### src/rtl/alu_sequencer.sv
// Multi-cycle issue stage for the 8-bit ALU: decode, operand read, execute, writeback, result hand-off.
// Optional retire counter on output retireCount, enabled by defining ALUSEQ_RETIRE_COUNT_EN.
module alu_sequencer #(
  parameter int                   DATA_W    = 8,
  parameter int                   REG_AW    = 3,
  parameter logic [DATA_W-1:0]    RESET_VAL = '0
) (
  input  logic              clk,
  input  logic              resetN,
  input  logic              instrValid,
  output logic              instrReady,
  input  logic [11:0]       instr,
  output logic [DATA_W-1:0] aluA,
  output logic [DATA_W-1:0] aluB,
  output logic [2:0]        aluControl,
  input  logic [DATA_W-1:0] aluResult,
  output logic              resValid,
  input  logic              resReady,
  output logic [DATA_W-1:0] resData,
  output logic [REG_AW-1:0] resDest,
  input  logic [REG_AW-1:0] dbgAddr,
  output logic [DATA_W-1:0] dbgData
`ifdef ALUSEQ_RETIRE_COUNT_EN
  ,
  output logic [15:0]       retireCount
`endif
);

  localparam logic [2:0] OP_NOP = 3'b000;
  localparam logic [2:0] OP_LDI = 3'b011;
  localparam int         NREGS  = 2 ** REG_AW;

  typedef enum logic [1:0] {IDLE, EXEC, WB} state_t;

  state_t              state, state_nxt;
  logic [2:0]          op_p0;
  logic [REG_AW-1:0]   rd_p0;
  logic [5:0]          imm_p0;
  logic [DATA_W-1:0]   rf [NREGS];
  logic [DATA_W-1:0]   wb_val;
  logic                issue, retire, wr_en;

  // LDI writes the zero-extended immediate; NOP produces zero; everything else takes the ALU output.
  function automatic logic [DATA_W-1:0] wb_select(input logic [2:0]        op,
                                                  input logic [5:0]        imm,
                                                  input logic [DATA_W-1:0] alu);
    logic [DATA_W-1:0] v;
    v = alu;
    if (op == OP_LDI) v = DATA_W'(imm);
    if (op == OP_NOP) v = '0;
    return v;
  endfunction

  assign instrReady = (state == IDLE);
  assign issue      = instrValid && instrReady;
  assign retire     = resValid && resReady;
  assign wr_en      = (state == EXEC) && (op_p0 != OP_NOP);
  assign wb_val     = wb_select(op_p0, imm_p0, aluResult);
  assign dbgData    = rf[dbgAddr];

  always_ff @(posedge clk or negedge resetN) begin
    if (!resetN) state <= IDLE;
    else         state <= state_nxt;
  end

  always_comb begin
    state_nxt = state;
    unique case (state)
      IDLE:    if (issue)  state_nxt = EXEC;
      EXEC:                state_nxt = WB;
      WB:      if (retire) state_nxt = IDLE;
      default:             state_nxt = IDLE;
    endcase
  end

  // issue: latch instruction fields and read operands from the register file
  always_ff @(posedge clk or negedge resetN) begin
    if (!resetN) begin
      op_p0      <= OP_NOP;
      rd_p0      <= '0;
      imm_p0     <= '0;
      aluA       <= '0;
      aluB       <= '0;
      aluControl <= 3'b000;
    end else if (issue) begin
      op_p0      <= instr[11:9];
      rd_p0      <= REG_AW'(instr[8:6]);
      imm_p0     <= instr[5:0];
      aluA       <= rf[REG_AW'(instr[5:3])];
      aluB       <= rf[REG_AW'(instr[2:0])];
      aluControl <= (instr[11:9] == OP_LDI) ? 3'b000 : instr[11:9];
    end else if (retire) begin
      aluControl <= 3'b000;
    end
  end

  // execute: capture the ALU result into the result token
  always_ff @(posedge clk or negedge resetN) begin
    if (!resetN) begin
      resValid <= 1'b0;
      resData  <= '0;
      resDest  <= '0;
    end else if (state == EXEC) begin
      resValid <= 1'b1;
      resData  <= wb_val;
      resDest  <= rd_p0;
    end else if (retire) begin
      resValid <= 1'b0;
    end
  end

  // writeback: register file update lands at the end of EXEC
  always_ff @(posedge clk or negedge resetN) begin
    if (!resetN) begin
      for (int i = 0; i < NREGS; i++) rf[i] <= RESET_VAL;
    end else if (wr_en) begin
      rf[rd_p0] <= wb_val;
    end
  end

`ifdef ALUSEQ_RETIRE_COUNT_EN
  always_ff @(posedge clk or negedge resetN) begin
    if (!resetN)     retireCount <= '0;
    else if (retire) retireCount <= retireCount + 16'd1;
  end
`endif

endmodule

### config.mk
export PLATFORM = sky130hd
export DESIGN_NAME = alu_sequencer
export DESIGN_NICKNAME = d
export VERILOG_FILES = /design/src/rtl/alu_sequencer.sv
export SDC_FILE = /design/constraint.sdc
export NUM_CORES = 1
export LEC_CHECK = 0
export ABC_AREA = 1
export CAP_MARGIN = 10
export CORE_AREA = 10 10 124 126
export DETAILED_ROUTE_END_ITERATION = 10
export DIE_AREA = 0 0 134 136
export PLACE_DENSITY = 0.71
export SETUP_SLACK_MARGIN = 0.15
export SYNTH_ARGS = -nofsm -noshare
export SYNTH_HDL_FRONTEND = slang
export SYNTH_SLANG_ARGS = --single-unit
### constraint.sdc
create_clock -name clk -period 1.46 [get_ports clk]
set_clock_uncertainty 0.1 [all_clocks]
set_input_delay 0.146 -clock clk [delete_from_list [all_inputs] [get_ports clk]]
set_output_delay 0.146 -clock clk [all_outputs]
set_load 0.02 [all_outputs]
==> results.yml <==
setup_path:
  worst_r2r_startpoint: "state[1]"
  timing.critical_path.arrival_ns: 1.49
  timing.critical_path.max_delay_family: "flip-flops"
  critPathMaxFanout: 2
  worst-r2r-setup-slack_ns: -0.22
  timing.critical_path.slowest_stage_cell: "sky130_fd_sc_hd__dfrtp_1"
  timing.critical_path.buf_inv: 2
  worstSetupStartpoint: "rf[37]"
  critical-path-top-cell-by-count: "sky130_fd_sc_hd__nand2_1"
  critical_path.max_stage_delay_ns: 0.43
  timing.critical_path.to_type: "output port"
  worst-endpoint-required_ns: 1.21
  crit_chain: "inv_2 -> nand2_1 -> nand3_1 -> o21ai_1 -> nand2_1 -> nand2_2 -> buf_6"
  critPathLaunchType: "flip-flop"
  regToRegEndpoint: "rf[42]"
  critical_path_class: "flip-flop to output port"
  r2r_worst_path_depth: 7
routing:
  routed-via-count: 8330
  dr.first_iter.drc_count: 1348
  viasPerCell: 6.13
  finalWirelength_um: 31700
  number_of_antenna_violating_nets_in_the_routed_design: 0
  post_drt_wl_per_cell_um: 23.3
  detailedRoute.firstPassIterationCount: 6
  remaining_drc_errors: 0
floorplanning:
  boundaryPins: 67
  initial_core_util_pct: 49.1
  fp.dieArea_um2: 18200
  dieHeight_um: 136
  design.core.area_um2: 13000
  rows: 42
  floorplan.die.width_um: 134
sta:
  max_clock_freq_ghz: 0.575
  count_of_pins_over_their_slew_limit: 0
  period_minus_slack_ns: 1.74
  setup-tns-final_ns: -10.51
  setup_viol: 112
  setup_repair_after_global_routing_missed_its_margin: "yes"
  final_hold_viols: 0
  finalCritPeriodShare_pct: 119
  maxSlewHeadroom_pct: 73.7
  timing.final.ws_setup_ns: -0.281
  worstMarginPinSlew_ns: 0.394
pwr:
  power_switching_mw: 11.3
  sequential_group_share_of_total_power_pct: 24.5
  maximum_resistive_drop_on_vdd_v: 0.00156
  internal_power_summed_over_all_cells_mw: 12.7
  total_power_mw: 24.0
  power.density_nw_per_um2: 2180
  static-leakage-power_nw: 5.41
  share_comb_of_total_power_pct: 63.0
  sw_frac_of_total_pct: 47.0
  share_clk_of_total_power_pct: 12.4
clocking:
  tritoncts: "done"
  cts_sinks: 109
  cts.reportedPaths.clkPinSlew_ns: 0.09
  clock_latency_ns: 0.37
  cts_made_buffers: 9
  ctsLongestPathBuffers: 2
  htree_levels: 3
  cts.root.buffer_cell: "sky130_fd_sc_hd__clkbuf_16"
global_route:
  antenna_found_initial: 1
  global_route.usage.total_pct: 30.0
  grt.overflow.total: 0
  grt_pass1_vias: 7686
  grt_max_degree: 67
  wire_length_of_the_first_global_routing_pass_um: 43000
logic_synthesis:
  post_synth_inst_count: 929
  yosysUniqueCellTypes: 20
  mappedNetlistNets: 956
  synth_seq_area_share_pct: 42.8
  post-synth-top-area-cell: "sky130_fd_sc_hd__dfrtp_1"
  netlist_top_cells_area: "sky130_fd_sc_hd__dfrtp_1 43%, sky130_fd_sc_hd__nand2_1 25%, sky130_fd_sc_hd__nand3_1 14%"
  yosys_warnings: 0
  netlist_area_um2: 6380
  synth_seq_cells: 109
  yosys.area.top_type_share_pct: 42.8
  synthesis.area_per_instance_um2: 6.87
layout:
  finish.net_count: 1205
  finalInstanceArea_um2: 11000
  layout-drive-gt1-share_pct: 48.4
  finalCoreUtilization_pct: 84.7
  antenna-diode-count: 0
  synthToLayoutAreaGrowth_pct: 72.3
place:
  pre_cts_ws_ns: -0.780
  detailedPlacementHpwl_um: 16800
  final_estimated_routing_congestion_in_global_placement: 0.985
  buffer_ports.inserted: 66
  placement.cell_area_um2: 8450
min_path:
  min_path_type: "input pin to async pin"
outcome:
  violations: "setup timing"
  result_of_the_run: "finished with violations"
flow_run:
  max-cap-violations: 0
==> placed cells by master, fill, tap and decap left out, types with 3 or more instances in the layout <==
cell type | synthesis | final
sky130_fd_sc_hd__nand2_2 | 0 | 91
sky130_fd_sc_hd__dfrtp_1 | 109 | 106
sky130_fd_sc_hd__clkbuf_2 | 0 | 19
sky130_fd_sc_hd__buf_16 | 0 | 4
sky130_fd_sc_hd__nand3_2 | 1 | 75
sky130_fd_sc_hd__buf_4 | 3 | 138
sky130_fd_sc_hd__buf_6 | 1 | 42
sky130_fd_sc_hd__nand2_4 | 8 | 33
sky130_fd_sc_hd__dfrtp_2 | 0 | 3
sky130_fd_sc_hd__buf_8 | 0 | 6
sky130_fd_sc_hd__o21ai_0 | 43 | 11
sky130_fd_sc_hd__nand2_1 | 426 | 303
sky130_fd_sc_hd__clkdlybuf4s15_1 | 0 | 9
sky130_fd_sc_hd__inv_1 | 61 | 31
sky130_fd_sc_hd__nand4_4 | 0 | 4
sky130_fd_sc_hd__bufinv_16 | 0 | 3
sky130_fd_sc_hd__nand2_8 | 0 | 7
sky130_fd_sc_hd__nand3_1 | 175 | 82
sky130_fd_sc_hd__nor2_4 | 5 | 18
sky130_fd_sc_hd__nor2_1 | 20 | 14
sky130_fd_sc_hd__inv_2 | 3 | 30
sky130_fd_sc_hd__clkdlybuf4s50_1 | 0 | 23
sky130_fd_sc_hd__buf_12 | 0 | 32
sky130_fd_sc_hd__inv_6 | 0 | 4
sky130_fd_sc_hd__nor2_8 | 4 | 4
sky130_fd_sc_hd__nand4_1 | 6 | 6
sky130_fd_sc_hd__o21ai_1 | 8 | 21
sky130_fd_sc_hd__nand3_4 | 0 | 19
sky130_fd_sc_hd__clkbuf_16 | 0 | 12
sky130_fd_sc_hd__o21ai_2 | 0 | 19
==> cells by family (layout without fill, tap and decap cells) <==
group	after synthesis	in the layout	share of synthesized area (%)
DFF	109	109	42.8
buffers and inverters	112	365	7.40
and+or+nand+nor	657	658	45.8
AOI/OAI and AO/OA	51	51	4.00
==> how the worst max path moves through the flow <==
stage | end | slack (ns) | depth (start not counted)
6_report | dbgData[5] | -0.28 | 7
4_1_cts | dbgData[0] | -0.1 | 7
3_3_place_gp | dbgData[7] | -0.79 | 7
2_1_floorplan | rf[54] | 0.11 | 6
3_5_place_dp | dbgData[0] | -0.78 | 7
5_1_grt | dbgData[5] | -0.28 | 7
==> timing repair <==
action                                  in CTS  in global routing
pin swaps                                  127                 85
hold endpoints to repair                   109                  0
endpoints found under the setup margin     128                140
hold buffers                                 1                  0
resized for setup                          380                207
gates cloned                                 7                  2
setup buffers                               41                 19
==> layer usage <==
layer	routed length (um)	global-route usage (%)	up-vias
li1	-	-	3482
met1	11200	37.5	3901
met2	14300	46.2	728
met3	3900	6.94	217
met4	2200	18.4	2
met5	13	0	-
==> cells in the mapped netlist <==
| cell | instances |
|---|---|
| sky130_fd_sc_hd__buf_2 | 26 |
| sky130_fd_sc_hd__buf_4 | 3 |
| sky130_fd_sc_hd__o21ai_0 | 43 |
| sky130_fd_sc_hd__nor2_2 | 8 |
| sky130_fd_sc_hd__nor2_8 | 4 |
| sky130_fd_sc_hd__nand3_1 | 175 |
| sky130_fd_sc_hd__nand2_4 | 8 |
| sky130_fd_sc_hd__buf_6 | 1 |
| sky130_fd_sc_hd__nand2_1 | 426 |
| sky130_fd_sc_hd__nand4_1 | 6 |
| sky130_fd_sc_hd__clkinv_1 | 2 |
| sky130_fd_sc_hd__nand3_2 | 1 |
| sky130_fd_sc_hd__inv_2 | 3 |
| sky130_fd_sc_hd__nand4_2 | 4 |
| sky130_fd_sc_hd__nor2_4 | 5 |
| sky130_fd_sc_hd__clkbuf_1 | 16 |
| sky130_fd_sc_hd__o21ai_1 | 8 |
| sky130_fd_sc_hd__inv_1 | 61 |
| sky130_fd_sc_hd__nor2_1 | 20 |
| sky130_fd_sc_hd__dfrtp_1 | 109 |
==> flip-flops by register name (all words and copies together), names as in the netlist <==
register and flops:
aluB 8, resValid 1, rf 64, op_p0 3, resDest 3, aluA 8, imm_p0 6, state 2
aluControl 3, rd_p0 3, resData 8
==> layout make-up <==
cell class | instances | area (um^2)
multi-input cells | 709 | 4510
fillers | 707 | 1990
clock inverters | 6 | 116
repair buffers | 283 | 2920
well taps | 176 | 220
clock buffers | 10 | 229
inverters | 66 | 259
flip-flops and latches | 109 | 2730
==> stage by stage <==
stage,hold WS [ns],cells
2_1_floorplan,-0.250,929
3_3_place_gp,0.0494,1273
3_5_place_dp,0.0487,1273
4_1_cts,0.209,1338
5_1_grt,0.239,1359
6_report,0.207,1359
==> power groups by stage <==
stage / Clock, mW / Combinational, mW / Sequential, mW
floorplan: 0 / 4.18 / 5.87
global placement: 0 / 9.78 / 5.40
detailed placement: 0 / 9.89 / 5.45
CTS: 2.90 / 12.5 / 5.52
global route: 3.06 / 15.7 / 5.95
finish: 2.98 / 15.1 / 5.88
==> worst reg2reg max path, cell delays in order (launching register included) <==
cell,delay [ns]
sky130_fd_sc_hd__dfrtp_2,0.44
sky130_fd_sc_hd__nor2_4,0.26
sky130_fd_sc_hd__buf_6,0.16
sky130_fd_sc_hd__nand2_8,0.08
sky130_fd_sc_hd__buf_6,0.13
sky130_fd_sc_hd__nor2_4,0.22
sky130_fd_sc_hd__nand3_2,0.14
sky130_fd_sc_hd__nand2_2,0.10
Power figures use the tool's default switching activity.
